**config.mk**
```make
export PLATFORM = sky130hd
export DESIGN_NAME = cc_addr_decode_pipe
export DESIGN_NICKNAME = d
export VERILOG_FILES = /design/src/rtl/cc_pkg.sv /design/src/rtl/cc_skid_buf.sv /design/src/rtl/cc_addr_decode_pipe.sv
export SDC_FILE = /design/constraint.sdc
export NUM_CORES = 1
export LEC_CHECK = 0
export CAP_MARGIN = 25
export CORE_MARGIN = 2
export CORE_UTILIZATION = 45
export DETAILED_ROUTE_END_ITERATION = 7
export GPL_TIMING_DRIVEN = 0
export PLACE_DENSITY = 0.87
export SLEW_MARGIN = 25
export SYNTH_ARGS = -nofsm -noshare
export SYNTH_HDL_FRONTEND = slang
export SYNTH_SLANG_ARGS = --single-unit
```
**constraint.sdc**
```tcl
create_clock -name clk -period 2.6 [get_ports clk]
set_clock_uncertainty 0.1 [all_clocks]
set_input_delay 0.52 -clock clk [delete_from_list [all_inputs] [get_ports clk]]
set_output_delay 0.52 -clock clk [all_outputs]
set_load 0.1 [all_outputs]
```
**src/rtl/cc_pkg.sv**
```systemverilog
// Shared cache-controller definitions: default address split and the
// decoded-request record exchanged between decode, tag-lookup and miss handling.
package cc_pkg;

    localparam int CC_ADDR_W   = 32;
    localparam int CC_OFFSET_W = 6;
    localparam int CC_INDEX_W  = 9;
    localparam int CC_TAG_W    = CC_ADDR_W - CC_INDEX_W - CC_OFFSET_W;
    localparam int CC_ID_W     = 4;

    // Decoded read request at the default geometry.
    typedef struct packed {
        logic [CC_TAG_W-1:0]    tag;
        logic [CC_INDEX_W-1:0]  index;
        logic [CC_OFFSET_W-1:0] offset;
        logic [CC_ID_W-1:0]     id;
    } cc_req_t;

endpackage

```
**src/rtl/cc_skid_buf.sv**
```systemverilog
// Generic two-entry valid/ready skid buffer. An output register feeds the
// consumer; a single skid register absorbs one extra beat when the consumer
// stalls. Entries leave strictly in arrival order.
module cc_skid_buf #(
    parameter int WIDTH = 8
) (
    input  logic             clk,
    input  logic             rst,
    input  logic             in_valid_i,
    output logic             in_ready_o,
    input  logic [WIDTH-1:0] in_data_i,
    output logic             out_valid_o,
    input  logic             out_ready_i,
    output logic [WIDTH-1:0] out_data_o
);

    logic             out_valid_q, out_valid_d;
    logic [WIDTH-1:0] out_data_q,  out_data_d;
    logic             skid_valid_q, skid_valid_d;
    logic [WIDTH-1:0] skid_data_q,  skid_data_d;
    logic             in_fire;
    logic             drain;

    // Room for a new beat exists as long as the skid slot is free.
    assign in_ready_o  = !skid_valid_q;
    assign in_fire     = in_valid_i & in_ready_o;
    assign drain       = out_valid_q & out_ready_i;
    assign out_valid_o = out_valid_q;
    assign out_data_o  = out_data_q;

    // Next-state: drain refills from skid first, then from a same-cycle input.
    always_comb begin
        out_valid_d  = out_valid_q;
        out_data_d   = out_data_q;
        skid_valid_d = skid_valid_q;
        skid_data_d  = skid_data_q;
        if (drain) begin
            if (skid_valid_q) begin
                // Skid full implies no input could be accepted this cycle.
                out_data_d   = skid_data_q;
                skid_valid_d = 1'b0;
            end else if (in_fire) begin
                out_data_d = in_data_i;
            end else begin
                out_valid_d = 1'b0;
            end
        end else if (in_fire) begin
            if (!out_valid_q) begin
                out_valid_d = 1'b1;
                out_data_d  = in_data_i;
            end else begin
                skid_valid_d = 1'b1;
                skid_data_d  = in_data_i;
            end
        end
    end

    // State registers; reset empties both slots and zeroes the payloads.
    always_ff @(posedge clk) begin
        if (rst) begin
            out_valid_q  <= 1'b0;
            out_data_q   <= '0;
            skid_valid_q <= 1'b0;
            skid_data_q  <= '0;
        end else begin
            out_valid_q  <= out_valid_d;
            out_data_q   <= out_data_d;
            skid_valid_q <= skid_valid_d;
            skid_data_q  <= skid_data_d;
        end
    end

endmodule

```
**src/rtl/cc_addr_decode_pipe.sv**
```systemverilog
// Read-address decoder: splits AXI read addresses into tag/index/offset,
// buffers them through a two-entry skid buffer towards tag lookup, and bounds
// in-flight reads with an outstanding counter. Acceptance is also gated by
// downstream almost-full flags.
module cc_addr_decode_pipe
    import cc_pkg::*;
#(
    parameter  int ADDR_W    = CC_ADDR_W,
    parameter  int OFFSET_W  = CC_OFFSET_W,
    parameter  int INDEX_W   = CC_INDEX_W,
    parameter  int ID_W      = CC_ID_W,
    parameter  int NUM_AFULL = 4,
    parameter  int MAX_OUTST = 8,
    localparam int TAG_W     = ADDR_W - INDEX_W - OFFSET_W,
    localparam int CNT_W     = $clog2(MAX_OUTST + 1)
) (
    input  logic                 clk,
    input  logic                 rst,
    input  logic [ADDR_W-1:0]    inct_araddr_i,
    input  logic [ID_W-1:0]      inct_arid_i,
    input  logic                 inct_arvalid_i,
    output logic                 inct_arready_o,
    input  logic [NUM_AFULL-1:0] afull_i,
    output logic                 lkup_valid_o,
    input  logic                 lkup_ready_i,
    output logic [TAG_W-1:0]     lkup_tag_o,
    output logic [INDEX_W-1:0]   lkup_index_o,
    output logic [OFFSET_W-1:0]  lkup_offset_o,
    output logic [ID_W-1:0]      lkup_id_o,
    input  logic                 done_i,
    output logic                 hs_pulse_o,
    output logic [CNT_W-1:0]     outst_cnt_o,
    output logic                 err_o
);

    // Decoded request at this instance's geometry.
    typedef struct packed {
        logic [TAG_W-1:0]    tag;
        logic [INDEX_W-1:0]  index;
        logic [OFFSET_W-1:0] offset;
        logic [ID_W-1:0]     id;
    } req_t;

    localparam logic [CNT_W-1:0] MAX_CNT = CNT_W'(MAX_OUTST);

    req_t             in_req;
    req_t             out_req;
    logic             buf_ready;
    logic             hs;
    logic [CNT_W-1:0] cnt_q, cnt_d;
    logic             err_q, err_d;

    // Address split into cache coordinates.
    assign in_req.tag    = inct_araddr_i[ADDR_W-1 -: TAG_W];
    assign in_req.index  = inct_araddr_i[OFFSET_W +: INDEX_W];
    assign in_req.offset = inct_araddr_i[OFFSET_W-1:0];
    assign in_req.id     = inct_arid_i;

    // Ready never looks at arvalid, so AXI has no valid->ready loop.
    assign inct_arready_o = buf_ready & !(|afull_i) & (cnt_q < MAX_CNT);
    assign hs             = inct_arvalid_i & inct_arready_o;
    assign hs_pulse_o     = hs;

    cc_skid_buf #(
        .WIDTH ($bits(req_t))
    ) u_skid (
        .clk         (clk),
        .rst         (rst),
        .in_valid_i  (hs),
        .in_ready_o  (buf_ready),
        .in_data_i   (in_req),
        .out_valid_o (lkup_valid_o),
        .out_ready_i (lkup_ready_i),
        .out_data_o  (out_req)
    );

    assign lkup_tag_o    = out_req.tag;
    assign lkup_index_o  = out_req.index;
    assign lkup_offset_o = out_req.offset;
    assign lkup_id_o     = out_req.id;

    // Outstanding count: accept adds, retire subtracts, a retire with nothing
    // outstanding is flagged instead of wrapping.
    always_comb begin
        cnt_d = cnt_q;
        err_d = err_q;
        if (hs && done_i) begin
            cnt_d = cnt_q;
        end else if (hs) begin
            cnt_d = cnt_q + 1'b1;
        end else if (done_i) begin
            if (cnt_q == '0) begin
                err_d = 1'b1;
            end else begin
                cnt_d = cnt_q - 1'b1;
            end
        end
    end

    // Counter and sticky error registers.
    always_ff @(posedge clk) begin
        if (rst) begin
            cnt_q <= '0;
            err_q <= 1'b0;
        end else begin
            cnt_q <= cnt_d;
            err_q <= err_d;
        end
    end

    assign outst_cnt_o = cnt_q;
    assign err_o       = err_q;

endmodule

```
# --- Yosys cells after proc, flatten, opt, wreduce, memory -nomap -nowiden ---
# Index checks and enable logic that the tools add are counted.
word_totals:
  reg_bits: 79
  in_bits: 45
  output_inout_bits: 44
classes:
  addsub: 2
  muxes: 12
  reduce_logical: 15
  order_cmp: 1
  bitwise: 8
  n_eq_ne: 4
op_table:
  columns: ["cell", "count"]
  rows:
  - ["2-to-1 mux 36 bit", 5]
  - ["2-to-1 mux 4 bit", 3]
  - ["AND reduction 3 bit", 4]
  - ["!= test 2 bit (second input constant)", 4]
  - ["nonzero test 2 bit", 3]
  - ["AND 1 bit", 5]
  - ["adder 4 x 1 -> 4 bit (second input constant)", 1]
  - ["zero test 4 bit", 1]
  - ["< comparator 4 bit (second input constant)", 1]
  - ["2-to-1 mux 1 bit", 4]
  - ["AND reduction 4 bit", 1]
  - ["OR reduction 4 bit", 1]
  - ["subtractor 4 x 1 -> 4 bit (second input constant)", 1]
  - ["inverter 1 bit", 3]
  - ["zero test 1 bit", 2]
  - ["AND reduction 2 bit", 1]
  - ["OR reduction 2 bit", 1]
  - ["logical AND 1 bit", 1]

# --- Longest topological paths before layout ---
# Gate-level depths: netlist (run 1).
depth:
  ltp_word: 9
  mapped_depth: 9
  depth_no_buf: 7

# --- Cells and area by module ---
# A second synthesis (run 1) with hierarchy kept.
hier_totals:
  hier_cells: 497
  hier_area_um2: 3995.1
modules_own_cells:
  columns: ["mod", "n_inst", "cells_per_inst", "area_each_um2", "seq_area_each_um2"]
  rows:
  - ["cc_skid_buf", 1, 457, 3636.0, 1481.4]
  - ["cc_addr_decode_pipe", 1, 40, 359.1, 100.1]

# --- Worst setup path after synthesis (run 1) ---
# No wires, ideal clock.
synth_timing:
  path_kind: "register to output"
  from: "register cnt_q[3], in the netlist outst_cnt_o[3]"
  to: "output port inct_arready_o"
  stages_incl_launch_ff: 3
  n_path_buf: 0
  path_slack_ps: -1419
  arrival_ps: 3399
  cell_sequence: "dfxtp_1 or4_4 nor3_1"
synth_via:
  elab_chain_len: 2
synth_rtl:
  columns: ["element", "line", "source"]
  rows:
  - ["from (decl)", "cc_addr_decode_pipe.sv:50", "logic [CNT_W-1:0] cnt_q, cnt_d;"]
  - ["from (signal assigned)", "cc_addr_decode_pipe.sv:106", "cnt_q <= cnt_d;"]
  - ["< comparator 4 bit", "cc_addr_decode_pipe.sv:60", "assign inct_arready_o = buf_ready & !(|afull_i) & (cnt_q < MAX_CNT);"]
  - ["AND 1 bit", "cc_addr_decode_pipe.sv:60", null]
  - ["to (decl)", "cc_addr_decode_pipe.sv:22", "output logic inct_arready_o,"]
# No other way between the ends.

# --- Final worst setup path (run 1) ---
layout_timing:
  from: "input port afull_i[1]"
  to: "output port inct_arready_o"
layout_via:
  elab_chain_len: 4
layout_rtl:
  columns: ["element", "line", "source"]
  rows:
  - ["from (decl)", "cc_addr_decode_pipe.sv:23", "input logic [NUM_AFULL-1:0] afull_i,"]
  - ["OR reduction 4 bit", "cc_addr_decode_pipe.sv:60", null]
  - ["zero test 1 bit", "cc_addr_decode_pipe.sv:60", null]
  - ["AND 1 bit (2 in series)", "cc_addr_decode_pipe.sv:60", null]
# No other way between the ends.

==> flow_metrics.py, run 1 <==
metrics = {
    "routing": {
        "vias": 4067,
        "wirelength_um": 11780,
        "vias_per_cell": 6.070,
        "drt-initial-drc-count": 373,
        "firstDrtPassIters": 5,
        "ant_nets": 0,
        "drc_errors": 0,
        "wl_per_cell_um": 17.58,
    },
    "cells_and_area": {
        "postLayoutCoreUtil": 0.6190,
        "antenna_cells": 0,
        "stdcell_count": 670,
        "nNetsFinal": 608,
        "drive_gt1_frac": 0.08142,
        "area_delta_synth_final_pct": 35.77,
    },
    "clock_tree": {
        "clockBufferDepth": 2,
        "hold_buffers": 0,
        "clockRootBuffer": "clkbuf_8",
        "clk_latency_ps": 350,
        "cts_tree": "built",
        "clkSinkCount": 79,
        "path_clk_slew_ps": 80,
        "cts-buffers-inserted": 9,
        "h-tree-depth": 3,
    },
    "min_path": {
        "hold_path.class": "flop to flop",
    },
    "power": {
        "vdd_drop_max_mv": 1.098,
        "swShare": 0.3531,
        "power.leakage_nw": 1.806,
        "p_sw_mw": 1.144,
        "p_per_area_nw_per_um2": 646.5,
        "p_int_mw": 2.095,
        "p_comb_frac": 0.281,
        "clock_power_share": 0.306,
        "totalPowerFinal_mw": 3.239,
        "power_frac_seq": 0.413,
    },
    "critical_path": {
        "critPathArrivalTime_ps": 1950,
        "critPathTopFamily": "simple AND/OR/NAND/NOR gates",
        "crit_path_max_fanout": 3,
        "crit_chain": "clkdlybuf4s50_1 -> or4_4 -> nor3_4 -> buf_6",
        "max_stage_delay_ps": 570,
        "start_kind": "input port",
        "end_kind": "primary output",
        "worst_ep_required_time_ps": 1980,
        "path_buf_inv": 2,
        "slowest_stage": "or4_4",
        "worst-setup-path-type": "input port to primary output",
    },
    "status": {
        "status": "finished clean",
    },
    "grt": {
        "grt_pass1_wl_um": 18370,
        "grt_pass1_vias": 3908,
        "grt_antenna_before_repair": 0,
        "grt_overflow_total": 0,
        "grt_usage": 0.2643,
        "grt_max_degree": 14,
    },
    "synth": {
        "ys.flop_type": "dfxtp_1",
        "yosysMostFrequentCell": "dfxtp_1",
        "yosysSeqAreaShare": 0.4286,
        "synth_top_cells_by_count": "dfxtp_1, a21oi_1, nand2_1",
        "synth_cell_types": 36,
        "syn_area_um2": 3690,
        "synth_area_leader_cell": "dfxtp_1",
        "synth_edf_count": 0,
        "syn_inst": 458,
        "synth_fp_nets": 506,
        "synthArstFlopShare": 0,
        "synth_top_area_frac": 0.4286,
        "synth.area.top_cells": "dfxtp_1, a21oi_1, nand2_1",
        "syn_area_per_cell_um2": 8.056,
        "synth_seq_cells": 79,
        "yosys_warnings": 0,
    },
    "place": {
        "dp.cells": 651,
        "portBuffers": 88,
        "gp_congestion": 0.8567,
        "place_ws_ps": -969.3,
        "hpwl_um": 7927,
    },
    "timing": {
        "period_share": 0.9903,
        "maxSlewViolCount": 0,
        "period_minus_slack_ps": 2575,
        "hold_viol": 0,
        "setup_ws_ps": 25.21,
        "setup_viol": 0,
        "max_slew_margin": 0.3356,
        "fmax_ghz": 0.3884,
        "worst_slew_pin_slew_ps": 993.6,
    },
    "flow_run": {
        "cap_violations": 0,
    },
    "floorplan": {
        "ioPinCount": 89,
        "die_area_um2": 8940,
        "die_y_um": 94.55,
        "die_w_um": 94.55,
        "num_rows": 33,
        "coreArea_um2": 8093,
        "start_util": 0.4559,
    },
}
## kinds of logic (layout without fill, tap and decap cells)
logic type	count (synthesis)	after routing	share of synthesized area
simple gates	164	164	0.2309
xor+xnor	2	2	0.004748
flops	79	79	0.4286
fa+ha+maj	3	3	0.01221
buf+inv	51	158	0.06409
mux	1	1	0.003052
compound gates	158	158	0.2564
## metal layers
metal / GRT usage / part of all wire / up-vias
li1: - / - / 1879
met1: 0.3246 / 0.40 / 1912
met2: 0.4429 / 0.49 / 238
met3: 0.04150 / 0.083 / 38
met4: 0.1461 / 0.025 / 0
met5: 0 / 0 / -
## tightest hold or removal path: stages, from the launching register on
cell and delay (ps):
dfxtp_1 310, nand2_1 50, a21oi_1 50
## registers in the layout, indices dropped and copies added, names as in the netlist
| register | flops |
|---|---|
| u_skid.out_data_o | 36 |
| u_skid.skid_data_q | 36 |
| outst_cnt_o | 4 |
| err_o | 1 |
| u_skid.out_valid_o | 1 |
| u_skid.skid_valid_q | 1 |
## through the flow
| step | area [um^2] | hold slack [ps] | setup TNS, ps |
|---|---|---|---|
| global placement | 4718 | 337.1 | -9062 |
| finish | 5010 | 353.6 | 0 |
| detailed placement | 4718 | 344.6 | -11050 |
| floorplan | 3706 | 331.9 | 0 |
| global route | 5010 | 369.2 | -12.29 |
| CTS | 4972 | 355.5 | 0 |
## layout by cell type (no fill, tap or decap), types with 3 or more instances in the layout
master,instances
clkdlybuf4s50_1,79
dfxtp_1,78
a21oi_1,76
nand2_1,73
nand4_1,36
a21boi_0,36
and3_1,36
o22ai_1,36
clkbuf_1,33
clkbuf_8,9
dlygate4sd2_1,7
buf_4,6
buf_6,6
nand2b_1,4
inv_1,3
buf_2,3
## cell type report
class	instances	area, um^2
Buffer	47	250.2
Clock buffer	10	127.6
Clock inverter	6	83.83
Fill cell	706	3083
Inverter	4	15.01
Multi-Input combinational cell	328	1919
Sequential cell	79	1585
Tap cell	105	131.4
Timing Repair Buffer	91	897.1
## power groups by stage
stage	Sequential, mW	Combinational, mW	Clock [mW]
after CTS	1.33	0.860	0.993
final	1.34	0.911	0.991
after global routing	1.34	0.960	1.05
after detailed placement	1.36	0.858	0
after floorplan	1.68	0.274	0
after global placement	1.35	0.838	0
## final timing paths
kind | start | end | slack (ps) | cells past startpoint
worst min register to register | u_skid.skid_data_q[3]$_SDFFE_PP0P_ | u_skid.skid_data_q[3]$_SDFFE_PP0P_ | 350 | 2
worst min-delay path | u_skid.skid_data_q[3]$_SDFFE_PP0P_ | u_skid.skid_data_q[3]$_SDFFE_PP0P_ | 350 | 2
worst max-delay path | afull_i[1] | inct_arready_o | 30 | 4
worst max register to register | u_skid.skid_valid_q$_SDFFE_PP0P_ | outst_cnt_o[3]$_SDFFE_PP0P_ | 240 | 9
## repair_timing
item,4_1_cts,5_1_grt
pin swaps,3,3
gates resized for setup,29,8
buffers inserted,1,2
setup endpoints to repair,8,3
cloned,0,0
Note: power is estimated with default switching activity, not from simulation.
==> run 2: changes to the inputs <==
- SETUP_SLACK_MARGIN: not set -> 0.3
==> run 2 against run 1 <==
Net effect: clock power is 13% lower; hold slack improved by 1.6 ps; sequential share of layout area is 0.32 points lower; sequential cell count stayed put; first-iteration DRC count down 13%.
==> flow_metrics.py, run 2 (synthesis gave the netlist of run 1 again) <==
metrics = {
    "status": {
        "status": "finished clean",
    },
    "cells_and_area": {
        "final_cell_mix": "dfxtp_1, a21oi_1, nand2_1",
        "area_delta_synth_final_pct": 37.50,
        "drive_gt1_frac": 0.1239,
        "num-fill-cells": 685,
        "final_area_um2": 5074,
        "antenna_cells": 0,
        "nNetsFinal": 616,
        "mostFrequentLayoutCell": "dfxtp_1",
        "stdcell_count": 678,
    },
    "floorplan": {
        "ioPinCount": 89,
        "coreArea_um2": 8093,
        "die_w_um": 94.55,
        "start_util": 0.4559,
        "num_rows": 33,
        "die_area_um2": 8940,
        "die_y_um": 94.55,
    },
    "critical_path": {
        "timing.critical_path.from": "outst_cnt_o[3]$_SDFFE_PP0P_",
        "max_stage_delay_ps": 810,
        "slowest_stage": "clkdlybuf4s15_1",
        "crit_path_max_fanout": 5,
        "worst_ep_required_time_ps": 1980,
        "critPathArrivalTime_ps": 1680,
        "end_kind": "primary output",
        "crit_chain": "buf_12 -> clkdlybuf4s15_1",
        "r2r_start": "outst_cnt_o[3]$_SDFFE_PP0P_",
        "start_kind": "flop",
        "worst-setup-path-type": "flop to primary output",
        "reg2reg_slack_ps": 340,
    },
    "routing": {
        "firstDrtPassIters": 4,
        "wl_per_cell_um": 16.98,
        "drt-initial-drc-count": 323,
        "vias_per_cell": 5.941,
        "drc_errors": 0,
        "wirelength_um": 11510,
        "ant_nets": 0,
        "vias": 4028,
    },
    "power": {
        "p_per_area_nw_per_um2": 620.4,
        "totalPowerFinal_mw": 3.148,
        "power.leakage_nw": 2.000,
        "vdd_drop_max_mv": 0.8270,
    },
    "timing": {
        "rsz0062_at_grt": "true",
        "hold_viol": 0,
        "period_minus_slack_ps": 2301,
        "maxSlewViolCount": 0,
        "worst_slew_pin_slew_ps": 968.7,
        "max_slew_margin": 0.3568,
        "period_share": 0.8851,
        "setup_viol": 0,
        "fmax_ghz": 0.4346,
    },
    "clock_tree": {
        "cts_tree": "built",
        "clockBufferDepth": 2,
        "clk_latency_ps": 360,
        "h-tree-depth": 3,
        "clkSinkCount": 79,
        "clockRootBuffer": "clkbuf_8",
        "path_clk_slew_ps": 80,
        "hold_buffers": 0,
        "cts-buffers-inserted": 9,
    },
    "place": {
        "portBuffers": 88,
        "hpwl_um": 7692,
        "dp.cells": 651,
        "gp_congestion": 0.8187,
        "placement.cell_area_um2": 4760,
    },
    "grt": {
        "grt_overflow_total": 0,
        "grt_usage": 0.2510,
        "grt_antenna_before_repair": 0,
        "grt_pass1_vias": 3814,
        "grt_max_degree": 15,
        "grt_pass1_wl_um": 17690,
    },
    "min_path": {
        "hold_path.class": "flop to flop",
        "hp-start": "u_skid.skid_data_q[9]$_SDFFE_PP0P_",
    },
    "flow_run": {
        "cap_violations": 0,
    },
}
run 2: changes by cell type in the layout (fill, tap and decap cells not counted), sizes merged:
cell	previous run	this run
buf	19	26
bufinv	2	0
clkbuf	43	46
clkdlybuf4s15	0	7
clkdlybuf4s50	79	39
clkinv	2	4
clkinvlp	1	2
dlygate4sd2	7	38
inv	5	4
run 2: worst paths after layout:
check | depth (start not counted) | end
min | 2 | u_skid.skid_data_q[9]$_SDFFE_PP0P_
max | 2 | outst_cnt_o[3]
max reg2reg | 9 | outst_cnt_o[3]$_SDFFE_PP0P_
min reg2reg | 2 | u_skid.skid_data_q[9]$_SDFFE_PP0P_
run 2: final cells by class:
cell class	count	area (um^2)	area share
Multi-Input combinational cell	328	1948	0.3840
Clock buffer	10	137.6	0.02713
Clock inverter	6	43.79	0.008631
Sequential cell	79	1589	0.3132
Timing Repair Buffer	99	945.9	0.1864
Buffer	47	259.0	0.05105
Inverter	4	18.77	0.003699
Tap cell	105	131.4	0.02589
run 2: metal layers:
layer / global-route usage / share of wire
met1: 0.3140 / 0.41
met2: 0.4214 / 0.49
met3: 0.04389 / 0.078
met4: 0.1171 / 0.028
met5: 0 / 0
run 2: stage by stage:
step | hold WS, ps | utilization | TNS [ps] | setup WS (ps)
5_1_grt | 376.9 | 0.6269 | 0 | 268.8
2_1_floorplan | 331.9 | - | 0 | 184.6
3_5_place_dp | 342.2 | 0.5881 | -10810 | -981.4
6_report | 355.2 | 0.6269 | 0 | 298.9
3_3_place_gp | 337.6 | 0.5881 | -7960 | -930.1
4_1_cts | 354.0 | 0.6156 | 0 | 238.5
run 2: timing repair:
item	4_1_cts	5_1_grt
gates resized for setup	86	14
buffers inserted	4	7
endpoints found under the setup margin	78	5
pin swaps	8	7
run 2: critical path, delay by kind of cell (launching register included):
kind | cells | cell delay, ps
buffers and inverters | 2 | 920
flip-flops | 1 | 390
run 2: report_power, final:
part           internal, mW  switching (mW)
combinational         0.324           0.627
sequential             1.26          0.0733
clock                 0.376           0.487
total                  1.96            1.19
